==> src/rtl/lut_config_loader.sv <==
// Serial-to-parallel configuration loader for the CLB LUT SRAMs.
// Collects MEM_SIZE data bits plus one even-parity bit per word and commits each good word with a one-hot cen pulse.
module lut_config_loader #(
    parameter int ADDR_BITS = 4,
    parameter int MEM_SIZE  = 2**ADDR_BITS,
    parameter int NUM_LUTS  = 2
) (
    input  logic                cclk,
    input  logic                rst,
    input  logic                cfg_start,
    input  logic                cfg_valid,
    input  logic                cfg_bit,
    output logic                cfg_ready,
    output logic [MEM_SIZE-1:0] config_out,
    output logic [NUM_LUTS-1:0] cen,
    output logic                cfg_busy,
    output logic                cfg_done,
    output logic                cfg_err
);

    // state   | meaning
    // IDLE    | waiting for cfg_start
    // SHIFT   | collecting data bits of the current word
    // PARITY  | waiting for the parity bit of the current word
    // COMMIT  | one-cycle cen pulse for the current LUT
    // DONE    | every LUT committed
    // ERROR   | parity failure, sequence aborted
    typedef enum logic [2:0] {
        ST_IDLE,
        ST_SHIFT,
        ST_PARITY,
        ST_COMMIT,
        ST_DONE,
        ST_ERROR
    } state_t;

    localparam int CNT_W = (MEM_SIZE > 1) ? $clog2(MEM_SIZE) : 1;
    localparam int IDX_W = (NUM_LUTS > 1) ? $clog2(NUM_LUTS) : 1;
    localparam logic [CNT_W-1:0] CNT_LAST = CNT_W'(MEM_SIZE - 1);
    localparam logic [IDX_W-1:0] IDX_LAST = IDX_W'(NUM_LUTS - 1);

    state_t              state;
    logic [MEM_SIZE-1:0] sreg;
    logic [CNT_W-1:0]    count;
    logic [IDX_W-1:0]    lut_idx;

    always_ff @(posedge cclk) begin
        if (rst) begin
            state      <= ST_IDLE;
            sreg       <= '0;
            count      <= '0;
            lut_idx    <= '0;
            cfg_ready  <= 1'b0;
            cfg_busy   <= 1'b0;
            cfg_done   <= 1'b0;
            cfg_err    <= 1'b0;
            cen        <= '0;
            config_out <= '0;
        end else begin
            cen <= '0;
            // A start in any state begins a fresh sequence; an in-flight cen pulse has already been driven.
            if (cfg_start) begin
                state     <= ST_SHIFT;
                sreg      <= '0;
                count     <= '0;
                lut_idx   <= '0;
                cfg_done  <= 1'b0;
                cfg_err   <= 1'b0;
                cfg_ready <= 1'b1;
                cfg_busy  <= 1'b1;
            end else begin
                case (state)
                    ST_SHIFT: begin
                        if (cfg_valid) begin
                            sreg  <= {sreg[MEM_SIZE-2:0], cfg_bit};
                            count <= count + CNT_W'(1);
                            if (count == CNT_LAST) begin
                                state <= ST_PARITY;
                            end
                        end
                    end
                    ST_PARITY: begin
                        if (cfg_valid) begin
                            cfg_ready <= 1'b0;
                            if ((^sreg ^ cfg_bit) == 1'b0) begin
                                state      <= ST_COMMIT;
                                config_out <= sreg;
                                cen        <= NUM_LUTS'(1) << lut_idx;
                            end else begin
                                state    <= ST_ERROR;
                                cfg_busy <= 1'b0;
                                cfg_err  <= 1'b1;
                            end
                        end
                    end
                    ST_COMMIT: begin
                        if (lut_idx == IDX_LAST) begin
                            state    <= ST_DONE;
                            cfg_busy <= 1'b0;
                            cfg_done <= 1'b1;
                        end else begin
                            state     <= ST_SHIFT;
                            lut_idx   <= lut_idx + IDX_W'(1);
                            count     <= '0;
                            cfg_ready <= 1'b1;
                        end
                    end
                    ST_IDLE, ST_DONE, ST_ERROR: begin
                    end
                    default: begin
                        state     <= ST_IDLE;
                        cfg_ready <= 1'b0;
                        cfg_busy  <= 1'b0;
                    end
                endcase
            end
        end
    end

endmodule

==> config.mk <==
export PLATFORM = sky130hd
export DESIGN_NAME = lut_config_loader
export DESIGN_NICKNAME = d
export VERILOG_FILES = /design/src/rtl/lut_config_loader.sv
export SDC_FILE = /design/constraint.sdc
export NUM_CORES = 1
export LEC_CHECK = 0
export BUFFER_PORTS_ARGS = -buffer_cell sky130_fd_sc_hd__buf_2
export CORE_MARGIN = 4
export CORE_UTILIZATION = 61
export CTS_CLUSTER_SIZE = 12
export DETAILED_ROUTE_END_ITERATION = 16
export PLACE_DENSITY = 0.91
export SLEW_MARGIN = 20
export SYNTH_ARGS = -nofsm -noshare
export SYNTH_HDL_FRONTEND = slang
export SYNTH_SLANG_ARGS = --single-unit
export TNS_END_PERCENT = 50
==> constraint.sdc <==
create_clock -name cclk -period 5.3 [get_ports cclk]
set_input_delay 1.06 -clock cclk [delete_from_list [all_inputs] [get_ports cclk]]
set_output_delay 1.06 -clock cclk [all_outputs]
set_load 0.1 [all_outputs]
# --- Word level (Yosys, flattened, before mapping) ---
# Cells that the tools add are included.
word_totals:
  elab_cells: 74
  mem_bits_rw: 0
  latch_bits: 0
  reg_bits: 46
  memories: 0
  romBits: 0
op_classes:
  reduce_logical: 16
  order_cmp: 0
  n_mux: 20
  multipliers: 0
  eq_ne: 18
  bitwise_logic: 6
  add_sub_neg: 2
  div_mod_pow: 0
  shifts: 1
op_table:
  columns: ["operator", "count"]
  rows:
  - ["$ne 3x3->1 const B", 6]
  - ["$reduce_and 4->1", 4]
  - ["$reduce_xor 16->1", 1]
  - ["$mux 3", 5]
  - ["$pmux 3 s4", 1]
  - ["$ne 2x2->1 const B", 5]
  - ["$mux 1", 9]
  - ["$reduce_and 3->1", 3]
  - ["$mux 4", 2]
  - ["$pmux 4 s2", 1]
  - ["$eq 3x2->1 const B", 2]
  - ["$eq 3x3->1 const B", 2]
  - ["$pmux 1 s3", 2]
  - ["$not 1->1", 5]
  - ["$reduce_or 5->1", 1]
  - ["$add 4x1->4 const B", 1]
  - ["$eq 4x4->1 const B", 1]
  - ["$reduce_and 2->1", 2]
  - ["$reduce_or 4->1", 1]
  - ["$eq 3x1->1 const B", 1]
  - ["$logic_not 3->1", 1]
  - ["$reduce_or 3->1", 1]
  - ["$ne 2x1->1 const B", 1]
  - ["$reduce_bool 2->1", 1]
  - ["4 further kinds", 4]

# --- Logic depth before layout (Yosys ltp) ---
depth:
  depth_word: 6
  ltp_mapped: 7
  depth_no_buf: 5

# --- Worst setup path before layout ---
# OpenSTA, ideal clock, no wires.
synth_timing:
  path_type: "input to register"
  start: "input port cfg_bit"
  end: "register config_out[10]"
  setup_ns: 0.072
  arrival_ns: 2.514
  slack_ns: 2.714
  path_buffers: 1
  required_time_ns: 5.228
  path_stages: 6
  path_cell_list: "xnor2_1 > xnor2_1 > xnor3_1 > mux2i_4 > buf_12 > mux2i_1"
synth_between:
  elab_chain_len: 3
synth_rtl:
  columns: ["element", "line", "text"]
  rows:
  - ["from (decl)", "12", "input logic cfg_bit,"]
  - ["$xor 1x1->1", "85", "if ((^sreg ^ cfg_bit) == 1'b0) begin"]
  - ["$not 1->1 (no source line)", null, null]
  - ["$reduce_and 4->1 (no source line)", null, null]
  - ["to (signal assigned)", "87", "config_out <= sreg;"]
  - ["to (decl)", "14", "output logic [MEM_SIZE-1:0] config_out,"]
# No other way between the ends.
# A chain may end at the register's enable or synchronous reset.

# --- Final worst setup path ---
layout_timing:
  start: "input port cfg_valid"
  end: "register config_out[10]"
layout_between:
  elab_chain_len: 1
layout_rtl:
  columns: ["element", "line", "text"]
  rows:
  - ["from (decl)", "11", "input logic cfg_valid,"]
  - ["$reduce_and 4->1 (no source line)", null, null]
# No other way between the ends.

==> results.yml <==
power:
  ir_drop_mv: 0.156
  combPwrFrac_pct: 7.0
  p_int_mw: 0.510
  power_density_nw_per_um2: 280
  p_seq_share_pct: 53.1
  clkPwrFrac_pct: 39.9
  swShare_pct: 22.7
  power.switching_mw: 0.150
  p_leak_nw: 0.854
synth:
  ys_seq_area_share_pct: 43.6
  avgSynthCellArea_um2: 8.92
  synth_common_cells: "dfxtp_1, nand2_1, nand2b_1"
  synth-seq-cells: 46
  syn_area_um2: 2110
  synth_enable_flop_cells: 0
  synth_cell_types: 34
  yosysTopAreaCell: "dfxtp_1"
  synth-async-reset-ratio_pct: 0
  syn_inst: 237
  synth_area_leaders: "dfxtp_1, nand2b_1, nand2_1"
  synth_ff_type: "dfxtp_1"
  synthesis.yosys.warnings: 0
  synth.top_cell.area_share_pct: 43.6
  synthesis.nets: 243
clocking:
  cts_hold_repair.buffers: 0
  cts_resized: 0
  cts_buffers: 5
  h-tree-depth: 2
  clkTransAtPathRegs_ps: 130
  cts-root-buf: "clkbuf_4"
  cts_tree: "done"
  cts.sinks: 46
  cts_setup_buffers: 0
  clock_latency_ps: 370
  clockBufferDepth: 2
final_layout:
  area_growth_pct: 11.4
  stdcell_count: 306
  fin_nets: 265
  layout-drive-gt1-share_pct: 15.8
  antennaDiodeCount: 0
timing:
  finalCriticalPeriod_ps: 2740
  fmax_mhz: 365
  worstMarginPinSlew_ps: 824
  relSlewSlack_pct: 43.9
  finalCritPeriodShare_pct: 51.7
  finClkSkew_ps: 15.5
  tns_ps: 0
  maxSlewViolCount: 0
  setup-violations-final: 0
  report.final.hold_viol_count: 0
  hold_slack_ps: 481
  rsz0062_at_grt: "no"
setup_path:
  max_stage_delay_ps: 660
  slowest_stage: "mux2i_4"
  critPathTopFamily: "multiplexers"
  r2r-start: "sreg[10]"
  worst_r2r_path_depth: 5
  worstPathCellList: "buf_2, nand2b_1, nor3b_1, or3b_4, mux2i_4, mux2i_1"
  path_class: "primary input to register"
  reg2reg_slack_ps: 2800
  crit_path_max_fanout: 18
  critPathBufInv: 1
  end_kind: "register"
  r2r-end: "config_out[10]"
  cp-start-kind: "primary input"
  required_ps: 5590
  critPathArrivalTime_ps: 3030
global_routing:
  grt_max_degree: 41
  globalRouteTotalUtil_pct: 20.6
  grt_pass1_wl_um: 6850
  antenna_found_initial: 0
  grt_pass1_vias: 1538
  globalRouteOverflowTotal: 0
floorplanning:
  die_w_um: 66.9
  coreArea_um2: 3340
  ios: 27
  die_h_um: 66.9
  initial_core_util_pct: 63.4
  die_area_um2: 4470
  num_rows: 21
route:
  drcViolationCount: 0
  dr_total_vias: 1610
  drtAntennaViolNets: 0
  first_iter_violations: 100
  dr.pass1.iters: 4
  routed_wl_um: 4020
  avgViaCountPerCell: 5.26
  wl_per_cell_um: 13.1
hold_path:
  hold_depth: 2
  hold_end: "config_out[11]"
  hp-start: "config_out[11]"
  hp-class: "register to register"
place:
  dpl.hpwl_um: 2690
  port_buffers: 26
  dp_cells: 298
  gp_congestion: 0.975
job:
  cap_violations: 0
outcome:
  status: "complete, no violations"
## cell type report
| cell class | instances | area (um^2) |
|---|---|---|
| clock buffers | 5 | 37.5 |
| repair buffers | 27 | 138 |
| flip-flops and latches | 46 | 921 |
| fillers | 283 | 982 |
| inverters | 2 | 7.51 |
| multi-input cells | 177 | 1120 |
| clock inverters | 3 | 68.8 |
| well taps | 46 | 57.6 |
## power groups by stage
stage               logic (mW)  clock network, mW  registers [mW]
global route            0.0501              0.284           0.351
global placement        0.0446                  0           0.358
detailed placement      0.0456                  0           0.358
finish                  0.0459              0.263           0.350
floorplan               0.0272                  0           0.367
CTS                     0.0457              0.267           0.350
## cell usage in the layout, fill, tap and decap left out, types with 2 or more instances in the layout
cell type,instances
nand2_1,46
dfxtp_1,46
nand2b_1,31
buf_2,26
a21oi_1,21
mux2i_1,17
nor2_1,10
xnor2_1,10
nor2b_1,7
clkbuf_4,5
nand3b_1,3
xor2_1,3
o22ai_1,3
a31oi_1,3
inv_1,2
nor3b_1,2
or2b_1,2
nand4_1,2
o21ai_0,2
bufinv_16,2
## metal layers
metal / share of wire, % / routed length, um / global-route usage, %
met1: 44 / 1760 / 22.8
met2: 49 / 1970 / 35.8
met3: 5.0 / 202 / 6.91
met4: 2.4 / 97 / 8.86
met5: 0 / 0 / 0
## sequential cells by signal, summed over array words and instances, names as in the netlist
signal and cells:
lut_idx 1, cen 2, config_out 16, cfg_done 1, cfg_ready 1, cfg_err 1, cfg_busy 1, sreg 16
count 4, state 3
## worst reg2reg max path, stage by stage, from the launching register on
cell     delay, ps
dfxtp_1        420
xnor2_1        140
xnor3_2        490
or3b_4         420
mux2i_4        660
mux2i_1        290
## stage by stage
step	instance area, um^2	utilization [%]	setup slack, ps	total power [mW]
floorplan	2110	-	2710	0.394
global placement	2250	67.4	2300	0.403
detailed placement	2250	67.4	2200	0.404
CTS	2350	70.6	2580	0.663
global route	2350	70.6	2430	0.686
finish	2350	70.6	2560	0.660
## logic make-up after synthesis
| logic type | synth area share [%] |
|---|---|
| adder cells (fa/ha/maj) | 0.592 |
| XOR/XNOR | 8.34 |
| flip-flops | 43.6 |
| multiplexers | 9.11 |
| AND/OR/NAND/NOR | 27.2 |
| buffers and inverters | 3.25 |
| AO/OA/AOI/OAI | 7.99 |
## worst max path at each step
stage / start / endpoint / slack (ps) / depth (start not counted)
6_report: cfg_valid / config_out[10] / 2560 / 6
4_1_cts: cfg_valid / config_out[10] / 2580 / 6
3_3_place_gp: cfg_bit / cen[0] / 2300 / 6
2_1_floorplan: cfg_bit / config_out[10] / 2710 / 6
3_5_place_dp: cfg_valid / config_out[3] / 2200 / 6
5_1_grt: cfg_valid / config_out[5] / 2430 / 6
Power figures use the tool's default switching activity.
